### config.mk
export PLATFORM = sky130hd
export DESIGN_NAME = tawas_thread_sched
export DESIGN_NICKNAME = d
export VERILOG_FILES = /design/src/rtl/tawas_thread_sched.sv
export SDC_FILE = /design/constraint.sdc
export NUM_CORES = 1
export LEC_CHECK = 0
export ABC_AREA = 1
export ABC_CLOCK_PERIOD_IN_PS = 3100
export CAP_MARGIN = 20
export CORE_ASPECT_RATIO = 0.9
export CORE_UTILIZATION = 40
export DETAILED_ROUTE_END_ITERATION = 8
export DONT_BUFFER_PORTS = 1
export PLACE_DENSITY = 0.62
export SYNTH_ARGS = -nofsm -noshare
export SYNTH_HDL_FRONTEND = slang
export SYNTH_SLANG_ARGS = --single-unit
### constraint.sdc
create_clock -name clk -period 3.1 [get_ports clk]
set_input_delay 0.465 -clock clk [delete_from_list [all_inputs] [get_ports clk]]
set_output_delay 0.465 -clock clk [all_outputs]
set_load 0.005 [all_outputs]
### src/rtl/tawas_thread_sched.sv
// Barrel-thread scheduler: fixed THREADS-wide slot rotation with per-thread
// HALT/RUN/SLEEP state, event wake-up with pending latch, stall gating and issue counters.
module tawas_thread_sched #(
    parameter int unsigned         THREADS        = 4,
    parameter int unsigned         SLICE_W        = 2,
    parameter logic [THREADS-1:0]  RESET_RUN_MASK = THREADS'(1),
    parameter int unsigned         CNT_W          = 32
) (
    input  logic               clk,
    input  logic               rst,
    input  logic [THREADS-1:0] thread_stall,
    input  logic               halt_vld,
    input  logic [SLICE_W-1:0] halt_id,
    input  logic               wake_vld,
    input  logic [SLICE_W-1:0] wake_id,
    input  logic               sleep_vld,
    input  logic [SLICE_W-1:0] sleep_id,
    input  logic [THREADS-1:0] evt,
    input  logic               cnt_clr_vld,
    input  logic [SLICE_W-1:0] cnt_clr_id,
    input  logic [SLICE_W-1:0] cnt_rd_sel,
    output logic [SLICE_W-1:0] slice,
    output logic               slice_vld,
    output logic [THREADS-1:0] run_mask,
    output logic [THREADS-1:0] sleep_mask,
    output logic               all_idle,
    output logic [CNT_W-1:0]   cnt_rd_data
);

    localparam logic [SLICE_W-1:0] LAST_SLICE = SLICE_W'(THREADS - 1);

    typedef enum logic [1:0] {
        ST_HALT  = 2'd0,
        ST_RUN   = 2'd1,
        ST_SLEEP = 2'd2
    } thr_st_e;

    thr_st_e            st_q [THREADS];
    thr_st_e            st_d [THREADS];
    logic [THREADS-1:0] pend_q;
    logic [THREADS-1:0] pend_d;
    logic [CNT_W-1:0]   cnt_q [THREADS];

    logic [SLICE_W-1:0] ns_c;
    logic               issue_c;
    logic [CNT_W-1:0]   rd_c;
    logic [THREADS-1:0] halt_sel;
    logic [THREADS-1:0] wake_sel;
    logic [THREADS-1:0] sleep_sel;
    logic [THREADS-1:0] clr_sel;

    // Next slot and its issue eligibility; also the counter read mux (out-of-range reads 0)
    always_comb begin
        ns_c    = (slice == LAST_SLICE) ? '0 : slice + SLICE_W'(1);
        issue_c = 1'b0;
        rd_c    = '0;
        for (int unsigned t = 0; t < THREADS; t++) begin
            if (ns_c == SLICE_W'(t)) begin
                issue_c = (st_q[t] == ST_RUN) && !thread_stall[t];
            end
            if (cnt_rd_sel == SLICE_W'(t)) begin
                rd_c = cnt_q[t];
            end
        end
    end

    // Request id decode; ids >= THREADS match nothing and are thereby ignored
    always_comb begin
        halt_sel  = '0;
        wake_sel  = '0;
        sleep_sel = '0;
        clr_sel   = '0;
        for (int unsigned t = 0; t < THREADS; t++) begin
            halt_sel[t]  = halt_vld    && (halt_id    == SLICE_W'(t));
            wake_sel[t]  = wake_vld    && (wake_id    == SLICE_W'(t));
            sleep_sel[t] = sleep_vld   && (sleep_id   == SLICE_W'(t));
            clr_sel[t]   = cnt_clr_vld && (cnt_clr_id == SLICE_W'(t));
        end
    end

    // Per-thread state transitions: halt > sleep > wake > evt
    always_comb begin
        pend_d = pend_q;
        for (int unsigned t = 0; t < THREADS; t++) begin
            st_d[t] = st_q[t];
            if (halt_sel[t]) begin
                st_d[t]   = ST_HALT;
                pend_d[t] = 1'b0;
            end else begin
                unique case (st_q[t])
                    ST_RUN: begin
                        // A same-cycle event counts as pending and absorbs the sleep
                        if (sleep_sel[t]) begin
                            if (pend_q[t] || evt[t]) begin
                                pend_d[t] = 1'b0;
                            end else begin
                                st_d[t] = ST_SLEEP;
                            end
                        end else if (evt[t]) begin
                            pend_d[t] = 1'b1;
                        end
                    end
                    ST_HALT: begin
                        if (wake_sel[t]) begin
                            st_d[t] = ST_RUN;
                        end
                    end
                    ST_SLEEP: begin
                        if (wake_sel[t] || evt[t]) begin
                            st_d[t] = ST_RUN;
                        end
                    end
                    default: st_d[t] = ST_HALT;
                endcase
            end
        end
    end

    always_comb begin
        for (int unsigned t = 0; t < THREADS; t++) begin
            run_mask[t]   = (st_q[t] == ST_RUN);
            sleep_mask[t] = (st_q[t] == ST_SLEEP);
        end
        all_idle = ~|run_mask;
    end

    // Rotation, issue valid, thread state and saturating issue counters
    always_ff @(posedge clk or negedge rst) begin
        if (!rst) begin
            slice       <= LAST_SLICE;
            slice_vld   <= 1'b0;
            cnt_rd_data <= '0;
            pend_q      <= '0;
            for (int unsigned t = 0; t < THREADS; t++) begin
                st_q[t]  <= RESET_RUN_MASK[t] ? ST_RUN : ST_HALT;
                cnt_q[t] <= '0;
            end
        end else begin
            slice       <= ns_c;
            slice_vld   <= issue_c;
            cnt_rd_data <= rd_c;
            pend_q      <= pend_d;
            for (int unsigned t = 0; t < THREADS; t++) begin
                st_q[t] <= st_d[t];
                if (clr_sel[t]) begin
                    cnt_q[t] <= '0;
                end else if (slice_vld && (slice == SLICE_W'(t)) && (cnt_q[t] != '1)) begin
                    cnt_q[t] <= cnt_q[t] + CNT_W'(1);
                end
            end
        end
    end

endmodule

Word-level counts from Yosys, hierarchy flattened:

Index checks and enable logic that the tools add are counted.

* multipliers: 0
* reductions and logical operators: 73
* equal/unequal tests: 53
* mux-type cells: 61
* $add $sub $neg: 5
* magnitude comparators: 0
* shift-type cells: 0
* divide/modulo/power cells: 0
* bitwise operators: 0

Operators by type and width (number)
* 32-bit 2-to-1 mux: 12
* 32-bit by 1-bit adder with 32-bit output (second input constant): 4
* 32-bit != test (second input constant): 4
* 2-bit 2-to-1 mux: 21
* 2-bit equality test (second input constant): 18
* 1-bit logical AND: 28
* 1-bit 2-to-1 mux: 24
* 3-bit by 1-bit != test with 1-bit output (second input constant): 8
* 3-bit != test (second input constant): 8
* 2-bit one-hot mux with 3 select lines: 4
* 2-bit by 1-bit equality test with 1-bit output (second input constant): 11
* 2-bit zero test: 11
* 4-bit AND reduction: 4
* 2-bit nonzero test: 8
* 3-bit by 2-bit != test with 1-bit output (second input constant): 4
* 3-bit AND reduction: 4
* 3-bit nonzero test: 4
* 1-bit logical OR: 8
* 1-bit zero test: 5
* 4-bit OR reduction: 1
* 2-bit by 1-bit adder with 2-bit output (second input constant): 1

* register bits after elaboration: 175
* memory bits (read-only): 0
* memories: 0
* bits in latches: 0
* memory bits (writable): 0
* input bits: 24
* word-level logic and storage cells: 207
* output and inout bits: 44

Longest topological paths before layout:

Gate-level depths: netlist of the first run.

* depth after elaboration: 7
* gate-level depth with buffers: 12
* depth with buffers taken out: 11

Worst setup path before layout of the first run:

OpenSTA, ideal clock, no wires.

* path kind: reg-to-reg
* from: register slice[0]
* to: register cnt_q[118] (netlist name)
* setup time: 0.117 ns
* stages on the path, launching flop included: 11
* period minus slack after synthesis: 1.667 ns
* arrival time: 1.550 ns
* path buffers: 2
* setup slack: 1.433 ns
* cells stage by stage: dfstp_2 -> inv_1 -> ha_1 -> nand2_1 -> inv_1 -> nand2_4 -> nand2_4 -> buf_6 -> buf_12 -> nand3_2 -> nand2_1

* longest elaborated chain between the ends: 4

Ends and longest elaborated chain
* start, declared: line 22 `output logic [SLICE_W-1:0] slice,`
* start signal, assigned: line 139 `slice <= ns_c;`
* 2-bit zero test: line 147 `end else if (slice_vld && (slice == SLICE_W'(t)) && (cnt_q[t] != '1)) begin`
* 1-bit logical AND (2 in series): line 147
* 2-bit nonzero test (no line)
* end signal, assigned by index: line 148 `cnt_q[t] <= cnt_q[t] + CNT_W'(1);`
* end, declared: line 42 `logic [CNT_W-1:0] cnt_q [THREADS];`

No other way between the ends.
A chain may end at the register's enable or synchronous reset.

Worst setup path in the final report of the first run:

* from: register cnt_q[1] (netlist name)
* to: register cnt_q[2] (netlist name)

* longest elaborated chain between the ends: 3

Ends and longest elaborated chain (line)
* 32-bit by 1-bit adder with 32-bit output or 32-bit != test (tied branches): 148, 147
* 32-bit 2-to-1 mux or 1-bit logical AND (tied branches): 147
* 32-bit 2-to-1 mux or 2-bit nonzero test (tied branches)

Parallel ways exist; a longest one is shown, timed or not. The select of a mux whose other input is x is not followed.

==> results of run 1 <==
cells in the mapped netlist (6+ instances only):
cell       count  area (µm²)
nand2_1      516        1940
nor2_1       228         856
dfrtp_1      172        4300
inv_1        168         631
nand3_1      165         826
o21ai_0       74         370
a21oi_1       45         225
xor2_1        32         280
xnor2_1       22         193
o21ai_1       19        95.1
clkbuf_1      17        63.8
nand4_1       14        87.6
o2111ai_1     13         114
o22ai_1       13        81.3
ha_1          12         150
nand2_2       12        75.1
nor2_2        11        68.8
nor3_1        10        50.1
inv_2          8        30.0
nand2_4        7        78.8
buf_2          6        30.0
buf_6          6        67.6
nor2_4         6        67.6
layer usage:
metal,wire (µm),global-route usage (%)
met1,16300,37.3
met2,14600,35.4
met3,3150,6.44
met4,1090,10.1
met5,0,0
power breakdown:
part	internal (mW)	total [mW]	switching, mW
clock network	1.27	2.21	0.947
logic	0.307	0.944	0.638
registers	2.53	2.78	0.247
total	4.11	5.94	1.83
worst max-delay path, cell delays in order (launching register included):
cell     delay, ns
dfrtp_1       0.39
ha_1          0.20
nand2_1       0.09
nor2_1        0.16
nand2_1       0.18
nor2_4        0.23
nand2_2       0.11
nand2_2       0.32
nand2_2       0.27
nand2_1       0.11
o21ai_0       0.08
final cells by class:
type	instances	area, µm²	area share [%]
inverters	176	661	5.46
repair buffers	9	67.6	0.559
multi-input cells	1242	5950	49.2
flip-flops and latches	175	4380	36.3
clock buffers	22	444	3.67
clock inverters	10	138	1.14
well taps	354	443	3.66
cells in the final DEF, fill, tap and decap left out, drive strengths merged:
cell,n
nor3,13
ha,12
clkinvlp,2
o2111ai,13
dfstp,3
o21ai,98
nor3b,1
mux2i,2
nor4,1
nor2,246
clkinv,4
nand3b,5
o22ai,13
a21oi,45
xor2,32
nand3,171
dfrtp,172
nand4,14
inv,177
buf,9
o21a,1
xnor2,22
or2,1
a221oi,4
nand2,536
o211a,1
clkbuf,22
a31oi,2
o21bai,2
o211ai,1
and2,1
a21o,3
a21boi,2
bufinv,3
per-stage QoR:
stage | total power, mW | area, µm²
after floorplan | 3.47 | 11200
after global placement | 3.72 | 11500
after detailed placement | 3.75 | 11500
after CTS | 5.97 | 12100
after global routing | 6.23 | 12100
final | 5.94 | 12100
worst max path at each step:
stage                              start                      to  slack (ns)
finish              cnt_q[1]$_DFFE_PN0P_    cnt_q[2]$_DFFE_PN0P_        0.83
global route        cnt_q[1]$_DFFE_PN0P_    cnt_q[4]$_DFFE_PN0P_        0.61
floorplan             slice[0]$_DFF_PN1_  cnt_q[118]$_DFFE_PN0P_        1.43
CTS                 cnt_q[1]$_DFFE_PN0P_   cnt_q[19]$_DFFE_PN0P_        0.85
detailed placement  cnt_q[1]$_DFFE_PN0P_   cnt_q[19]$_DFFE_PN0P_        0.92
global placement    cnt_q[1]$_DFFE_PN0P_   cnt_q[19]$_DFFE_PN0P_        0.99
registers in the layout, indices dropped and copies added (netlist names):
signal / cells
slice: 2
slice_vld: 1
st_q: 8
cnt_rd_data: 32
cnt_q: 128
pend_q: 4
cell families (layout without fill, tap and decap cells):
family / after synthesis / count (layout) / synth area share [%]
AOI/OAI and AO/OA: 185 / 185 / 9.40
xor gates and xnor gates: 54 / 54 / 4.22
adders and majority gates: 12 / 12 / 1.34
buffers and inverters: 212 / 217 / 7.87
DFF: 175 / 175 / 39.1
muxes: 2 / 2 / 0.178
and+or+nand+nor: 989 / 989 / 37.9
==> run metrics, run 1 <==
status=finished, violations left; failing checks=hold timing; Least-Margin Pin Slew=~0.83 ns; share of cells above drive strength 1=6.18%; Syn-to-layout area delta=7.77%; DRT antenna net count=0; Initial Utilization=around 41%; worst-skew pair later-pin latency=between 0.4 and 0.5 ns; Hold Violations, Final=~170; Crit. End Element=flip-flop; number of synthesized flops with an enable pin=0; cells after synthesis=1629; Site Rows=57; port bufs=0; Critical Path RT=between 3 and 4 ns; total CTS buffers=17; postcts setup bufs=0; setup violators final=0; Final Non-Filler Cells=roughly 2.0k; R2R Path Start=cnt_q[1]$_DFFE_PN0P_; Unique masters post-synth=48; core occupancy in the finished layout=between 40% and 50%; Filler Cells Inserted=about 2.8k; total negative slack=0 ns; CP Max Fanout=20; Setup Crit Path Kind=reg2reg; die area=between 0.02 and 0.03 mm²; total track usage=roughly 25%; Syn Std Cell Area=approximately 0.011 mm²; initial antenna violation count=0; DRC Markers=0; Clock Path Buffers=2; mean post-synth cell area=6.89 µm²; CP startpoint kind=flip-flop; CTS tree=yes; first-pass GRT wire length=55.0 mm; Clock Skews=between 0.01 and 0.015 ns; maximum vdd drop=roughly 440 µV; r2r setup slk=about 0.83 ns; post-synthesis async set-or-reset flop share=100%; largest net degree at the start of global routing=roughly 180; fin nets=1657; RSZ-0062 raised after global routing=false; WP data arrival=2.60 ns; worst hold slack=-0.281 ns; Pleak=around 5.3 nW; fmax=about 440 MHz; Hold/Removal Path Class=in2async; RR Endpoint=cnt_q[2]$_DFFE_PN0P_; FF-to-FF path depth=10; Final period util=about 73%; die width=between 150 and 200 µm; Diodes inserted=0; Core ar.=approximately 0.027 mm²; placed cells=roughly 2k; Syn Nets=about 1.7k; Worst Slack Setup Final=0.827 ns; vias in the first global route=9714; # H-tree levels=4; count of pins over their slew limit=0; Placer Congestion=roughly 0.94; cts repair resizes=0; Vias/cell=5.34; clock transition at the registers of the reported paths=approximately 0.070 ns; I/O pin count=between 60 and 70; drt first pass iters=7; residual overflow from global routing=0; top_reg_cell synth=dfrtp_1; min Tclk post-route=2.27 ns; slew margin rel.=44.4%; Root Buffer=clkbuf_16; pre-CTS WS=between 0.9 and 1 ns; sequential fraction of the synthesis area=about two fifths; yosys warns=0; 1st-iter DRT viols=between 1k and 1.5k; post-DP HPWL=26.4 mm; Routed WL=35.1 mm; drt wl/cell=between 15 and 20 µm; Num Clock Sinks=175; Power Density=slightly below 500 mW/mm²; Yosys reg bits=175; Die Ht=approximately 160 µm; max_cap viols=0; via count=between 10k and 15k
No activity file was read; power rests on OpenSTA's default activity.
==> run 2: changes to the inputs <==
- ABC_CLOCK_PERIOD_IN_PS: 3100 -> 1950
- PLACE_DENSITY: 0.62 -> 0.64
- clock period: 3.1 -> 1.95 ns (I/O delays scaled with it)
==> run 2 against run 1 <==
Compared with the run above: the flow still finishes with violations (hold timing); sequential share of layout area down 1.7 points; first-iteration DRC count up 7.0%; design area up 4.8%; die area unchanged; critical path depth unchanged; wire length up 5.8%; largest cell class unchanged; highest routed layer unchanged.
==> run metrics, run 2 (same netlist as run 1, synthesis figures left out) <==
Diodes inserted=0; largest stage delay on the critical path=between 0.4 and 0.5 ns; commonest non-fill, non-tap cells in the layout=nand2_1 (514), nor2_1 (225), dfrtp_1 (172); Num Clock Sinks=roughly 180; DRC Markers=0; port bufs=0; Top reg by flops=cnt_q; Site Rows=57; total negative slack=0 ns; P_int=~6.4 mW; Filler Cells Inserted=2788; via count=approximately 11k; Pwr Total=9.47 mW; die area=about 0.029 mm²; Die Ht=161 µm; Power Density=approximately 750 mW/mm²; Worst Slack Setup Final=between 0.07 and 0.08 ns; Final Non-Filler Cells=roughly 2.1k; fmax=~530 MHz; 1st-iter DRT viols=1073; slew margin rel.=48.6%; count of pins over their slew limit=0; residual overflow from global routing=0; DRT antenna net count=0; Clock Skews=roughly 0.012 ns; Hold Violations, Final=around 180; Hold/Removal Path Class=in2async; CP Max Fanout=17; commonest non-fill, non-tap cell in the layout=nand2_1; Least-Margin Pin Slew=0.770 ns; post-DP HPWL=~28 mm; CP startpoint kind=flip-flop; total track usage=a little over a quarter; setup violators final=0; Routed WL=37.2 mm; drt wl/cell=approximately 18 µm; number of flip-flops under the largest register name=approximately 130; RSZ-0062 raised after global routing=false; WP data arrival=about 2.2 ns; Largest regs=cnt_q (128), cnt_rd_data (32), st_q (8); Pleak=5.66 nW; CP bufs+invs=1; crit path max-delay cell type=dfrtp_1; initial antenna violation count=0; cells along the critical path=ha_1, nand2_1, nor2_4, nand2_2, nor2_4, nand2_4, nand2_8, buf_6, nand3_1, o21ai_0; sequential group share of total power=a little under half; Root Buffer=clkbuf_16; placed cells=between 2k and 2.5k; largest net degree at the start of global routing=around 180; vias in the first global route=between 10k and 15k; max_cap viols=0; min Tclk post-route=between 1.5 and 2 ns; Clock Path Buffers=2; P_sw=approximately 3 mW; I/O pin count=between 60 and 70; # H-tree levels=4; drt first pass iters=5; combinational group share of total power=around 17%; most frequent CP cell=nor2_4; Core ar.=between 0.02 and 0.03 mm²; first-pass GRT wire length=approximately 58 mm; Placer Congestion=between 1 and 1.5; Syn-to-layout area delta=13.0%; maximum vdd drop=705 µV; Setup Crit Path Kind=reg2reg; Sw Share=~32%; die width=approximately 180 µm; Critical Path RT=2.31 ns; Final period util=96.3%; Crit. End Element=flip-flop; pre-CTS WS=~0.033 ns; total CTS buffers=17; share of cells above drive strength 1=a little over a tenth; clock transition at the registers of the reported paths=about 0.070 ns; Clk pwr share=36.2%; Vias/cell=approximately 5.4; Top delay family on crit path=simple AND/OR/NAND/NOR gates; Initial Utilization=between 40% and 50%; worst-skew pair later-pin latency=around 0.45 ns; status=finished, violations left; fin nets=1727; failing checks=hold timing; CTS tree=yes; worst hold slack=-0.464 ns; core occupancy in the finished layout=a little under half; Hold-fix buffers, CTS=1
[run 2: cell count changes in the layout (fill, tap and decap cells not counted), moves of 2 or more]
| cell | change |
|---|---|
| inv_4 | +2 |
| clkinvlp_4 | +3 |
| nor2_1 | -2 |
| clkbuf_8 | +2 |
| bufinv_16 | -2 |
| buf_6 | +2 |
| inv_1 | -2 |
| nand2_1 | -2 |
| nor2_4 | +2 |
| clkbuf_1 | -4 |
| buf_4 | +66 |
[run 2: power groups by stage]
stage / Sequential (mW) / Clock, mW / Combinational, mW
after floorplan: 4.35 / 0 / 1.17
after global placement: 4.44 / 0 / 1.55
after detailed placement: 4.45 / 0 / 1.58
after CTS: 4.39 / 3.48 / 1.59
after global routing: 4.45 / 3.62 / 1.84
final: 4.41 / 3.43 / 1.63
[run 2: per-stage QoR]
step	hold WS [ns]	area (µm²)
3_3_place_gp	0.00995	12000
2_1_floorplan	-0.00309	11200
6_report	-0.464	12700
4_1_cts	-0.470	12600
3_5_place_dp	0.0106	12000
5_1_grt	-0.477	12700
[run 2: repair_timing]
| action | CTS | global route |
|---|---|---|
| setup buffers | 0 | 1 |
| gates resized for setup | 0 | 22 |
| setup endpoints to repair | 0 | 74 |
| hold endpoints to repair | 176 | 175 |
[run 2: area by class of cell]
| class | instances | area (µm²) | area share [%] |
|---|---|---|---|
| multi-input cells | 1242 | 6010 | 47.4 |
| flip-flops and latches | 175 | 4380 | 34.6 |
| inverters | 176 | 666 | 5.25 |
| repair buffers | 79 | 611 | 4.82 |
| clock buffers | 20 | 457 | 3.60 |
| well taps | 354 | 443 | 3.50 |
| clock inverters | 11 | 106 | 0.839 |
[run 2: worst paths after layout]
path / startpoint / endpoint / slack [ns] / depth (start not counted)
setup / recovery: cnt_q[32]$_DFFE_PN0P_ / cnt_q[50]$_DFFE_PN0P_ / 0.07 / 10
hold / removal: rst / cnt_q[79]$_DFFE_PN0P_ / -0.46 / 0
setup reg to reg: cnt_q[32]$_DFFE_PN0P_ / cnt_q[50]$_DFFE_PN0P_ / 0.07 / 10
hold reg to reg: slice[0]$_DFF_PN1_ / slice[0]$_DFF_PN1_ / 0.53 / 1
max in group asynchronous: rst / slice[1]$_DFF_PN1_ / 2.09 / 0
min in group clk: thread_stall[3] / slice_vld$_DFF_PN0_ / 0.05 / 2
[run 2: per-layer routing]
metal,wire [µm],part of all wire [%],GRT usage (%),vias up
li1,-,-,-,5326
met1,17300,47,39.9,5258
met2,16000,43,38.9,444
met3,3070,8.3,4.59,35
met4,802,2.2,7.63,0
met5,0,0,0,-
[run 2: worst register-to-register path: cells and delay by family (launching register included)]
| family | cells | cell delay [ns] |
|---|---|---|
| buf+inv | 1 | 0.18 |
| flops | 1 | 0.42 |
| simple gates | 7 | 0.90 |
| fa+ha+maj | 1 | 0.19 |
| compound gates | 1 | 0.09 |
